$ cat config.mk
export PLATFORM = sky130hd
export DESIGN_NAME = fetch_unit
export DESIGN_NICKNAME = d
export VERILOG_FILES = /design/src/rtl/fetch_unit.sv
export SDC_FILE = /design/constraint.sdc
export NUM_CORES = 1
export LEC_CHECK = 0
export ABC_AREA = 1
export BUFFER_PORTS_ARGS = -buffer_cell sky130_fd_sc_hd__buf_2
export CAP_MARGIN = 20
export CORE_AREA = 2 2 105 209
export CTS_CLUSTER_DIAMETER = 100
export CTS_CLUSTER_SIZE = 40
export DETAILED_ROUTE_END_ITERATION = 16
export DIE_AREA = 0 0 107 211
export PLACE_DENSITY_LB_ADDON = 0.15
export SLEW_MARGIN = 5
export SYNTH_ARGS = -nofsm -noshare
export SYNTH_HDL_FRONTEND = slang
export SYNTH_SLANG_ARGS = --single-unit
export TNS_END_PERCENT = 50
$ cat constraint.sdc
create_clock -name CLK -period 14.99 [get_ports CLK]
set_input_delay 2.2485 -clock CLK [delete_from_list [all_inputs] [get_ports CLK]]
set_output_delay 2.2485 -clock CLK [all_outputs]
set_load 0.02 [all_outputs]
$ cat src/rtl/fetch_unit.sv
// -----------------------------------------------------------------------------
// fetch_unit -- instruction-fetch stage.
//
// Owns the PC and issues word-aligned reads to instruction memory. It hands
// the instruction, its pc, pc+4 and the next fetch pc to the IF/ID register.
// A freeze that arrives with a memory response parks the word in a one-entry
// skid buffer (HOLD). Redirects re-aim the PC. An access that was already
// outstanding is drained and discarded (DROP). A halt stops fetching until
// reset (HALT).
//
// Optional feature: define FETCH_PERF_EN to add the fetch_count and
// stall_count performance counters.
//
// Ports:
//   CLK, RST                  clock (rising edge), async active-high reset
//   imem_ren / imem_addr      read request and word-aligned address
//   imem_wait / imem_load     memory busy flag and returned instruction word
//   freeze                    IF/ID holding; no hand-over this cycle
//   redirect / redirect_pc    control transfer from later stages
//   halt                      stop fetching (sticky until reset)
//   imem_load_i, pc_i,        instruction fields for IF/ID
//   pc_p4_i, nxt_pc_i
//   ihit                      fields valid; IF/ID captures on ihit & ~freeze
//   fetch_count, stall_count  (FETCH_PERF_EN only) hit / memory-stall counters
// -----------------------------------------------------------------------------
module fetch_unit #(
  parameter int                ADDR_W  = 32,
  parameter logic [ADDR_W-1:0] PC_INIT = '0
) (
  input  logic              CLK,
  input  logic              RST,
  output logic              imem_ren,
  output logic [ADDR_W-1:0] imem_addr,
  input  logic              imem_wait,
  input  logic [ADDR_W-1:0] imem_load,
  input  logic              freeze,
  input  logic              redirect,
  input  logic [ADDR_W-1:0] redirect_pc,
  input  logic              halt,
  output logic [ADDR_W-1:0] imem_load_i,
  output logic [ADDR_W-1:0] pc_i,
  output logic [ADDR_W-1:0] pc_p4_i,
  output logic [ADDR_W-1:0] nxt_pc_i,
  output logic              ihit
`ifdef FETCH_PERF_EN
  ,
  output logic [31:0]       fetch_count,
  output logic [31:0]       stall_count
`endif
);

  typedef enum logic [1:0] {
    S_FETCH = 2'd0,
    S_HOLD  = 2'd1,
    S_DROP  = 2'd2,
    S_HALT  = 2'd3
  } state_t;

  state_t            state_q, state_d;
  logic [ADDR_W-1:0] pc_q, pc_d;
  logic [ADDR_W-1:0] skid_word_q, skid_word_d;
  logic [ADDR_W-1:0] skid_pc_q, skid_pc_d;
  logic [ADDR_W-1:0] skid_pc_p4_q, skid_pc_p4_d;
  logic [ADDR_W-1:0] drop_addr_q, drop_addr_d;
  logic              halt_pend_q, halt_pend_d;

  logic [ADDR_W-1:0] pc_p4;
  logic [ADDR_W-1:0] redirect_pc_al;

  assign pc_p4          = pc_q + ADDR_W'(4);
  // Low two bits of the redirect target are ignored: fetches are word aligned.
  assign redirect_pc_al = redirect_pc & ~ADDR_W'(3);

`ifdef FETCH_PERF_EN
  logic [31:0] fetch_count_q, fetch_count_d;
  logic [31:0] stall_count_q, stall_count_d;
`endif

  // ---------------------------------------------------------------------------
  // State register
  // ---------------------------------------------------------------------------
  always_ff @(posedge CLK or posedge RST) begin
    if (RST) begin
      state_q       <= S_FETCH;
      pc_q          <= PC_INIT;
      skid_word_q   <= '0;
      skid_pc_q     <= '0;
      skid_pc_p4_q  <= '0;
      drop_addr_q   <= '0;
      halt_pend_q   <= 1'b0;
`ifdef FETCH_PERF_EN
      fetch_count_q <= '0;
      stall_count_q <= '0;
`endif
    end else begin
      state_q       <= state_d;
      pc_q          <= pc_d;
      skid_word_q   <= skid_word_d;
      skid_pc_q     <= skid_pc_d;
      skid_pc_p4_q  <= skid_pc_p4_d;
      drop_addr_q   <= drop_addr_d;
      halt_pend_q   <= halt_pend_d;
`ifdef FETCH_PERF_EN
      fetch_count_q <= fetch_count_d;
      stall_count_q <= stall_count_d;
`endif
    end
  end

  // ---------------------------------------------------------------------------
  // Next-state logic
  // ---------------------------------------------------------------------------
  always_comb begin
    state_d      = state_q;
    pc_d         = pc_q;
    skid_word_d  = skid_word_q;
    skid_pc_d    = skid_pc_q;
    skid_pc_p4_d = skid_pc_p4_q;
    drop_addr_d  = drop_addr_q;
    halt_pend_d  = halt_pend_q;

    case (state_q)
      S_FETCH: begin
        if (redirect) begin
          // Redirect wins; any response this cycle belongs to the old path.
          pc_d = redirect_pc_al;
          if (imem_wait) begin
            state_d     = S_DROP;
            drop_addr_d = pc_q;
            halt_pend_d = halt;
          end else begin
            state_d = halt ? S_HALT : S_FETCH;
          end
        end else if (halt) begin
          if (imem_wait) begin
            // Let the memory finish before going quiet.
            state_d     = S_DROP;
            drop_addr_d = pc_q;
            halt_pend_d = 1'b1;
          end else begin
            state_d = S_HALT;
          end
        end else if (!imem_wait) begin
          pc_d = pc_p4;
          if (freeze) begin
            state_d      = S_HOLD;
            skid_word_d  = imem_load;
            skid_pc_d    = pc_q;
            skid_pc_p4_d = pc_p4;
          end
        end
      end

      S_HOLD: begin
        if (redirect) begin
          pc_d    = redirect_pc_al;
          state_d = halt ? S_HALT : S_FETCH;
        end else if (halt) begin
          state_d = S_HALT;
        end else if (!freeze) begin
          state_d = S_FETCH;
        end
      end

      S_DROP: begin
        if (redirect) pc_d = redirect_pc_al;
        if (halt) halt_pend_d = 1'b1;
        if (!imem_wait) state_d = (halt_pend_q || halt) ? S_HALT : S_FETCH;
      end

      default: begin
        // S_HALT: everything frozen until reset.
      end
    endcase
  end

  // ---------------------------------------------------------------------------
  // Output logic
  // ---------------------------------------------------------------------------
  always_comb begin
    imem_ren    = 1'b0;
    imem_addr   = '0;
    imem_load_i = '0;
    pc_i        = '0;
    pc_p4_i     = '0;
    nxt_pc_i    = pc_d;
    ihit        = 1'b0;

    case (state_q)
      S_FETCH: begin
        imem_ren    = 1'b1;
        imem_addr   = pc_q;
        imem_load_i = imem_load;
        pc_i        = pc_q;
        pc_p4_i     = pc_p4;
        ihit        = !imem_wait && !freeze && !redirect && !halt;
      end
      S_HOLD: begin
        imem_load_i = skid_word_q;
        pc_i        = skid_pc_q;
        pc_p4_i     = skid_pc_p4_q;
        ihit        = !freeze && !redirect && !halt;
      end
      S_DROP: begin
        // Keep the abandoned request stable until memory acknowledges it.
        imem_ren  = 1'b1;
        imem_addr = drop_addr_q;
      end
      default: begin
      end
    endcase

    // Registers are already at their reset values; this also silences the
    // combinational pass-through paths while reset is held.
    if (RST) begin
      imem_ren    = 1'b0;
      imem_addr   = '0;
      imem_load_i = '0;
      pc_i        = '0;
      pc_p4_i     = '0;
      nxt_pc_i    = '0;
      ihit        = 1'b0;
    end
  end

`ifdef FETCH_PERF_EN
  always_comb begin
    fetch_count_d = fetch_count_q;
    stall_count_d = stall_count_q;
    if (state_q != S_HALT) begin
      if (ihit && !freeze)      fetch_count_d = fetch_count_q + 32'd1;
      if (imem_ren && imem_wait) stall_count_d = stall_count_q + 32'd1;
    end
  end

  assign fetch_count = fetch_count_q;
  assign stall_count = stall_count_q;
`endif

endmodule

==> results.tsv, run 1 <==
metric	value	unit
outcome	complete, no violations	
Root Driver	clkbuf_16	
Worst Tran Pin Value	1.11	ns
Detail Placement HPWL	22.4	mm
# IOs	232	
Max rail drop VDD	0.0679	mV
grt ovf	0	
final cell count without fillers	1929	
Layout Nets	1723	
Max-Cap Viols	0	
Synth cell types	36	
WP data required	12.74	ns
CTS tree	done	
clock skew	0.00574	ns
vias per cell	5.36	
num rows	75	
final hold slack	0.482	ns
Skew-Pair Late Insertion Delay	0.44	ns
vias post-DR	10300	
Avg Cell Area, Syn	6.67	sq um
pre-CTS setup slack	8.44	ns
RSZ-0062 raised after global routing	no	
first-pass GRT wire length	51.0	mm
Tmin final	6.58	ns
area of the mapped netlist	9900	sq um
initial antenna violation count	0	
number of setup violations in the final report	0	
Synth Instances	1483	
final core utilization	56.0	%
final hold viol count	0	
reg2reg setup slack	11.73	ns
Fillers	2099	
Hold Crit Depth	2	
Achievable Freq	152	MHz
worst path cell trace	buf_2 > nor2_2 > buf_4 > inv_2 > a21oi_1 > nand2_1 > nand2_1 > nand2_1 > nand2_1 > nand2_1 > nor2_1 > buf_2	
cell mode on critical path	nand2_1	
worst setup margin	8.41	ns
Yosys top cell by area	dfrtp_1	
fraction of layout cells with a size suffix above 1	19.8	%
top cell type's share of synthesized area	40.7	%
Yosys warnings	0	
Final Instance Area	11700	sq um
Slew Limit Fails	0	
syn_nets	1558	
maximum root-to-sink buffer count	2	
die width	107	microns
Post-CTS Resized	0	
Worst Hold End	skid_word_q[8]$_DFFE_PP0P_	
htree depth	4	
CTS buffer count	17	
startpoint class of the critical path	input port	
async set or reset register ratio after synthesis	100	%
GRT Overall Usage	29.3	%
Final Cycle Share	43.9	%
Setup Buffers After CTS	0	
sequential cell area	4030	sq um
TritonCTS Sinks	161	
Worst path slowest cell	nor2_2	
leading post-synthesis cells by cell area	dfrtp_1, nand2_1, a21oi_1	
final setup TNS	0	ns
total core area	20900	sq um
EDFF count, synth	0	
reg2reg start	state_q[1]$_DFFE_PP0P_	
Final Power	947	uW
Critical R2R Capture	drop_addr_q[4]$_DFFE_PP0P_	
Cell Area, Placed	11100	sq um
GP Congestion	0.916	
CP Capture Type	primary output	
drt pass-1 iters	5	
crit path DAT	4.33	ns
Slew headroom	26.0	%
Top FF cell, synth	dfrtp_1	
worst-path maximum fanout	26	
clk slew on worst S/H paths	0.06	ns
Worst Hold Class	flip-flop to flip-flop	
Layout area overhead	18.5	%
FF-to-FF path depth	7	
multi-input logic area	5230	sq um
vias in the first global route	9863	
initial DRC count	577	
Worst Hold Launch	skid_word_q[8]$_DFFE_PP0P_	
LEAKAGE	5.90	nW
# diodes	0	
CTS Hold Bufs	0	
dpl cells	1897	
Power Dens Cells	80.7	nW/um^2
Largest stage delay, worst path	0.45	ns
flops & latches, synth	161	
remaining antenna violation count after routing	0	
port buffer count	229	
sequential area share after synthesis	40.7	%
initial core utilization	47.3	%
die area	22600	sq um
DRC viols	0	
Total Wirelength	32.5	mm
critical path class	input port to primary output	
DR WL/cell	16.9	microns
Die Y	211	microns
largest net degree at the start of global routing	103	
-- layout make-up --
type | count | area share, %
Inverter | 77 | 2.51
Clock inverter | 10 | 1.17
Timing Repair Buffer | 241 | 10.7
Clock buffer | 21 | 3.76
Tap cell | 269 | 2.87
Sequential cell | 161 | 34.4
Multi-Input combinational cell | 1150 | 44.6
-- cell families (layout without fill, tap and decap cells) --
| family | after synthesis | after routing | share of synthesized area (%) |
|---|---|---|---|
| AND/OR/NAND/NOR | 813 | 813 | 33.9 |
| AO/OA/AOI/OAI | 325 | 325 | 17.2 |
| buffers and inverters | 172 | 349 | 6.93 |
| flip-flops | 161 | 161 | 40.7 |
| XOR/XNOR | 7 | 7 | 0.619 |
| adder cells (fa/ha/maj) | 5 | 5 | 0.632 |
-- worst max-delay path by stage --
| stage | slack (ns) | startpoint | cells after the start | endpoint |
|---|---|---|---|---|
| CTS | 8.42 | imem_wait | 12 | nxt_pc_i[28] |
| floorplan | 6.61 | RST | 2 | nxt_pc_i[10] |
| global route | 8.20 | imem_wait | 12 | nxt_pc_i[28] |
| finish | 8.41 | imem_wait | 12 | nxt_pc_i[24] |
| global placement | 8.44 | imem_wait | 12 | nxt_pc_i[28] |
| detailed placement | 8.44 | imem_wait | 12 | nxt_pc_i[28] |
-- cells in the final DEF, fill, tap and decap left out, types with 7 or more instances in the layout --
cell type	n
buf_4	12
o21ai_0	98
a21oi_1	175
clkbuf_16	17
nand2_1	645
dfrtp_1	161
nor2_1	78
xor2_1	7
a31oi_1	21
buf_2	228
nand3_2	12
nor3_1	7
o21ai_1	16
inv_1	68
nor2_4	10
nand2_2	12
nand3_1	25
-- synthesized netlist by cell type (4+ instances only) --
cell type / n
nand2_1: 645
a21oi_1: 175
dfrtp_1: 161
o21ai_0: 98
nor2_1: 78
inv_1: 69
clkbuf_1: 63
nand3_1: 27
a31oi_1: 21
buf_2: 16
o21ai_1: 16
nand2_2: 12
nand3_2: 11
buf_1: 10
nor2_4: 10
nor3_1: 7
xor2_1: 7
and2_1: 6
nor2_2: 6
buf_4: 5
ha_1: 5
inv_2: 5
o211ai_1: 5
a311oi_1: 4
or2_2: 4
-- power by group --
group	internal (mW)	switching (mW)	total, mW
logic	0.0165	0.0404	0.0570
clock network	0.260	0.184	0.444
registers	0.441	0.00472	0.446
total	0.718	0.229	0.947
-- critical path, delay by kind of cell --
kind / cells / cell delay (ns)
AO/OA/AOI/OAI: 1 / 0.19
buffers and inverters: 4 / 0.93
AND/OR/NAND/NOR: 7 / 0.95
-- registers in the layout (all words and copies together) (netlist names) --
register,cells
skid_pc_p4_q,30
state_q,2
pc_q,32
drop_addr_q,32
skid_word_q,32
halt_pend_q,1
skid_pc_q,32
-- per-layer routing --
layer	vias to the layer above	wire [microns]	track usage, %	part of all wire [%]
li1	5078	-	-	-
met1	4812	11900	32.1	36
met2	359	17400	52.4	54
met3	84	1700	5.58	5.2
met4	0	1560	15.8	4.8
met5	-	0	0	0
(Power assumes the default switching activity.)
==> run 2: changes to the inputs <==
--- a/config.mk
+++ b/config.mk
@@ -5,14 +5,14 @@
 export SDC_FILE = /design/constraint.sdc
 export NUM_CORES = 1
 export LEC_CHECK = 0
-export ABC_AREA = 1
+export ABC_AREA = 0
 export BUFFER_PORTS_ARGS = -buffer_cell sky130_fd_sc_hd__buf_2
 export CAP_MARGIN = 20
-export CORE_AREA = 2 2 105 209
+export CORE_AREA = 2 2 106 210
 export CTS_CLUSTER_DIAMETER = 100
 export CTS_CLUSTER_SIZE = 40
 export DETAILED_ROUTE_END_ITERATION = 16
-export DIE_AREA = 0 0 107 211
+export DIE_AREA = 0 0 108 212
 export PLACE_DENSITY_LB_ADDON = 0.15
 export SLEW_MARGIN = 5
 export SYNTH_ARGS = -nofsm -noshare
==> constraint.sdc (replaced) <==
create_clock -name CLK -period 6.35 [get_ports CLK]
set_input_delay 0.9525 -clock CLK [delete_from_list [all_inputs] [get_ports CLK]]
set_output_delay 0.9525 -clock CLK [all_outputs]
set_load 0.02 [all_outputs]
==> results.tsv, run 2 <==
metric	value	unit	change
first-pass GRT wire length	53.4	mm	+4.8%
TritonCTS Sinks	161		unchanged
Total Wirelength	34.4	mm	+5.8%
die width	108	microns	+0.93%
Final Cycle Share	77.0	%	
clock skew	0.00791	ns	+0.00217 ns
Cell Area, Placed	11200	sq um	+0.45%
Layout Nets	1512		-12%
area of the mapped netlist	10000	sq um	+1.3%
largest net degree at the start of global routing	102		-0.97%
initial core utilization	46.9	%	-0.43 points
async set or reset register ratio after synthesis	100	%	unchanged
commonest cells in the netlist	nand2_1, dfrtp_1, a21oi_1, clkbuf_1, nor2_1		
maximum root-to-sink buffer count	2		unchanged
vias in the first global route	10000		+1.4%
Detail Placement HPWL	23.4	mm	+4.8%
final hold viol count	0		unchanged
Slew headroom	25.6	%	-0.41 points
GRT Overall Usage	30.2	%	+0.99 points
Worst Hold Class	flip-flop to flip-flop		
LEAKAGE	5.71	nW	-3.2%
Post-CTS Resized	0		unchanged
grt ovf	0		unchanged
remaining antenna violation count after routing	0		unchanged
Yosys warnings	0		unchanged
outcome	complete, no violations		
initial DRC count	854		+48%
Top FF cell, synth	dfrtp_1		
Die Y	212	microns	+0.47%
DR WL/cell	19.9	microns	+18%
DRC viols	0		unchanged
syn_nets	1374		-12%
Root Driver	clkbuf_16		
critical path class	flip-flop to primary output		
GP Congestion	0.909		-0.74%
Yosys top cell by area	dfrtp_1		
Final Instance Area	11700	sq um	+0.15%
port buffer count	229		unchanged
CTS Hold Bufs	0		unchanged
CTS tree	done		
vias post-DR	10400		+0.78%
die area	22900	sq um	+1.4%
Worst Tran Pin Value	1.11	ns	-0.00327 ns
top cell type's share of synthesized area	40.2	%	-0.53 points
sequential area share after synthesis	40.2	%	-0.53 points
WP data required	5.40	ns	-7.34 ns
clk slew on worst S/H paths	0.06	ns	about the same
startpoint class of the critical path	flip-flop		
CTS buffer count	17		unchanged
Setup Buffers After CTS	0		unchanged
commonest non-fill, non-tap cell in the layout	nand2_1		
num rows	76		+1.3%
initial antenna violation count	1		+1
CP Capture Type	primary output		
# IOs	232		unchanged
flops & latches, synth	161		unchanged
drt pass-1 iters	5		unchanged
Tmin final	4.89	ns	
EDFF count, synth	0		unchanged
Avg Cell Area, Syn	7.72	sq um	+16%
htree depth	4		unchanged
worst-path maximum fanout	26		unchanged
Power Dens Cells	185	nW/um^2	+130%
RSZ-0062 raised after global routing	no		
Slew Limit Fails	0		unchanged
final setup TNS	0	ns	unchanged
Max-Cap Viols	0		unchanged
total core area	21400	sq um	+2.2%
number of setup violations in the final report	0		unchanged
fraction of layout cells with a size suffix above 1	22.5	%	+2.7 points
Synth Instances	1299		-12%
Max rail drop VDD	0.169	mV	+150%
Achievable Freq	204	MHz	
Layout area overhead	17.1	%	
crit path DAT	3.94	ns	-0.39 ns
Fillers	2142		+2.0%
Synth cell types	64		+78%
vias per cell	6.04		+13%
most frequent cell after synthesis	nand2_1		
Skew-Pair Late Insertion Delay	0.44	ns	about the same
commonest non-fill, non-tap cells in the layout	nand2_1, buf_2, dfrtp_1, a21oi_1, nor2_1		
leading post-synthesis cells by cell area	dfrtp_1, nand2_1, a21oi_1		
[run 2: cell types whose count changed after synthesis, sizes merged, moves of 15 or more]
cell,before,now
a21oi,175,107
a22oi,4,44
clkbuf,64,96
inv,74,23
mux2,0,30
nand2,659,376
nand4,1,24
nor2,95,64
nor3,7,22
nor4,1,20
o21ai,114,44
or4,0,24
[run 2: worst paths after layout]
| check | start | endpoint | slack [ns] | cells past startpoint |
|---|---|---|---|---|
| setup / recovery | state_q[0]$_DFFE_PP0P_ | nxt_pc_i[31] | 1.46 | 7 |
| max in group asynchronous | RST | skid_word_q[4]$_DFFE_PP0P_ | 4.23 | 3 |
| hold reg to reg | skid_pc_p4_q[3]$_DFFE_PP0P_ | skid_pc_p4_q[3]$_DFFE_PP0P_ | 0.48 | 2 |
| setup reg to reg | state_q[0]$_DFFE_PP0P_ | drop_addr_q[28]$_DFFE_PP0P_ | 3.05 | 5 |
| hold / removal | skid_pc_p4_q[3]$_DFFE_PP0P_ | skid_pc_p4_q[3]$_DFFE_PP0P_ | 0.48 | 2 |
| min in group asynchronous | RST | drop_addr_q[1]$_DFFE_PP0P_ | 0.88 | 2 |
[run 2: metrics by stage]
| stage | power (mW) | setup slack (ns) | std cells | utilization [%] | hold WS, ns |
|---|---|---|---|---|---|
| finish | 2.17 | 1.46 | 1724 | 54.9 | 0.475 |
| global route | 2.23 | 1.31 | 1724 | 54.9 | 0.495 |
| CTS | 2.18 | 1.59 | 1723 | 54.9 | 0.479 |
| global placement | 1.17 | 1.85 | 1691 | 52.2 | 0.458 |
| floorplan | 1.12 | 0.936 | 1299 | - | 0.446 |
| detailed placement | 1.17 | 1.83 | 1691 | 52.2 | 0.463 |
[run 2: report_power, final]
group	switching [mW]	total (mW)	internal, mW
Clock	0.428	1.01	0.581
Combinational	0.0801	0.113	0.0325
Sequential	0.0150	1.04	1.03
Total	0.523	2.17	1.64
[run 2: cells by family (layout without fill, tap and decap cells)]
kind of cell | count (synthesis) | after routing | synth area share (%)
AND/OR/NAND/NOR | 637 | 637 | 29.3
other | 0 | 1 | 0
AO/OA/AOI/OAI | 290 | 290 | 18.2
flip-flops | 161 | 161 | 40.2
XOR/XNOR | 12 | 12 | 1.05
multiplexers | 38 | 38 | 4.17
adder cells (fa/ha/maj) | 5 | 5 | 0.624
buffers and inverters | 156 | 307 | 6.44
[run 2: layout make-up]
type	count	area [sq um]	share of cell area [%]
Inverter	23	90.1	0.767
Tap cell	273	342	2.91
Clock buffer	24	492	4.19
Clock inverter	8	78.8	0.671
Sequential cell	161	4030	34.3
Multi-Input combinational cell	982	5390	45.9
Antenna cell	1	2.50	0.0213
Timing Repair Buffer	252	1320	11.3
[run 2: worst max-delay path: stages, from the launching register on]
cell and delay, ns:
dfrtp_1 0.40, ha_1 0.53, buf_4 0.40, inv_1 0.29, o21ai_1 0.63, a211oi_1 0.17, a2111oi_0 0.78, buf_2 0.29
[run 2: layer usage]
metal  wire length, microns  global-route usage, %
met1                  12800                   35.6
met2                  17500                   50.5
met3                   1950                   5.12
met4                   2090                   19.1
met5                      0                      0
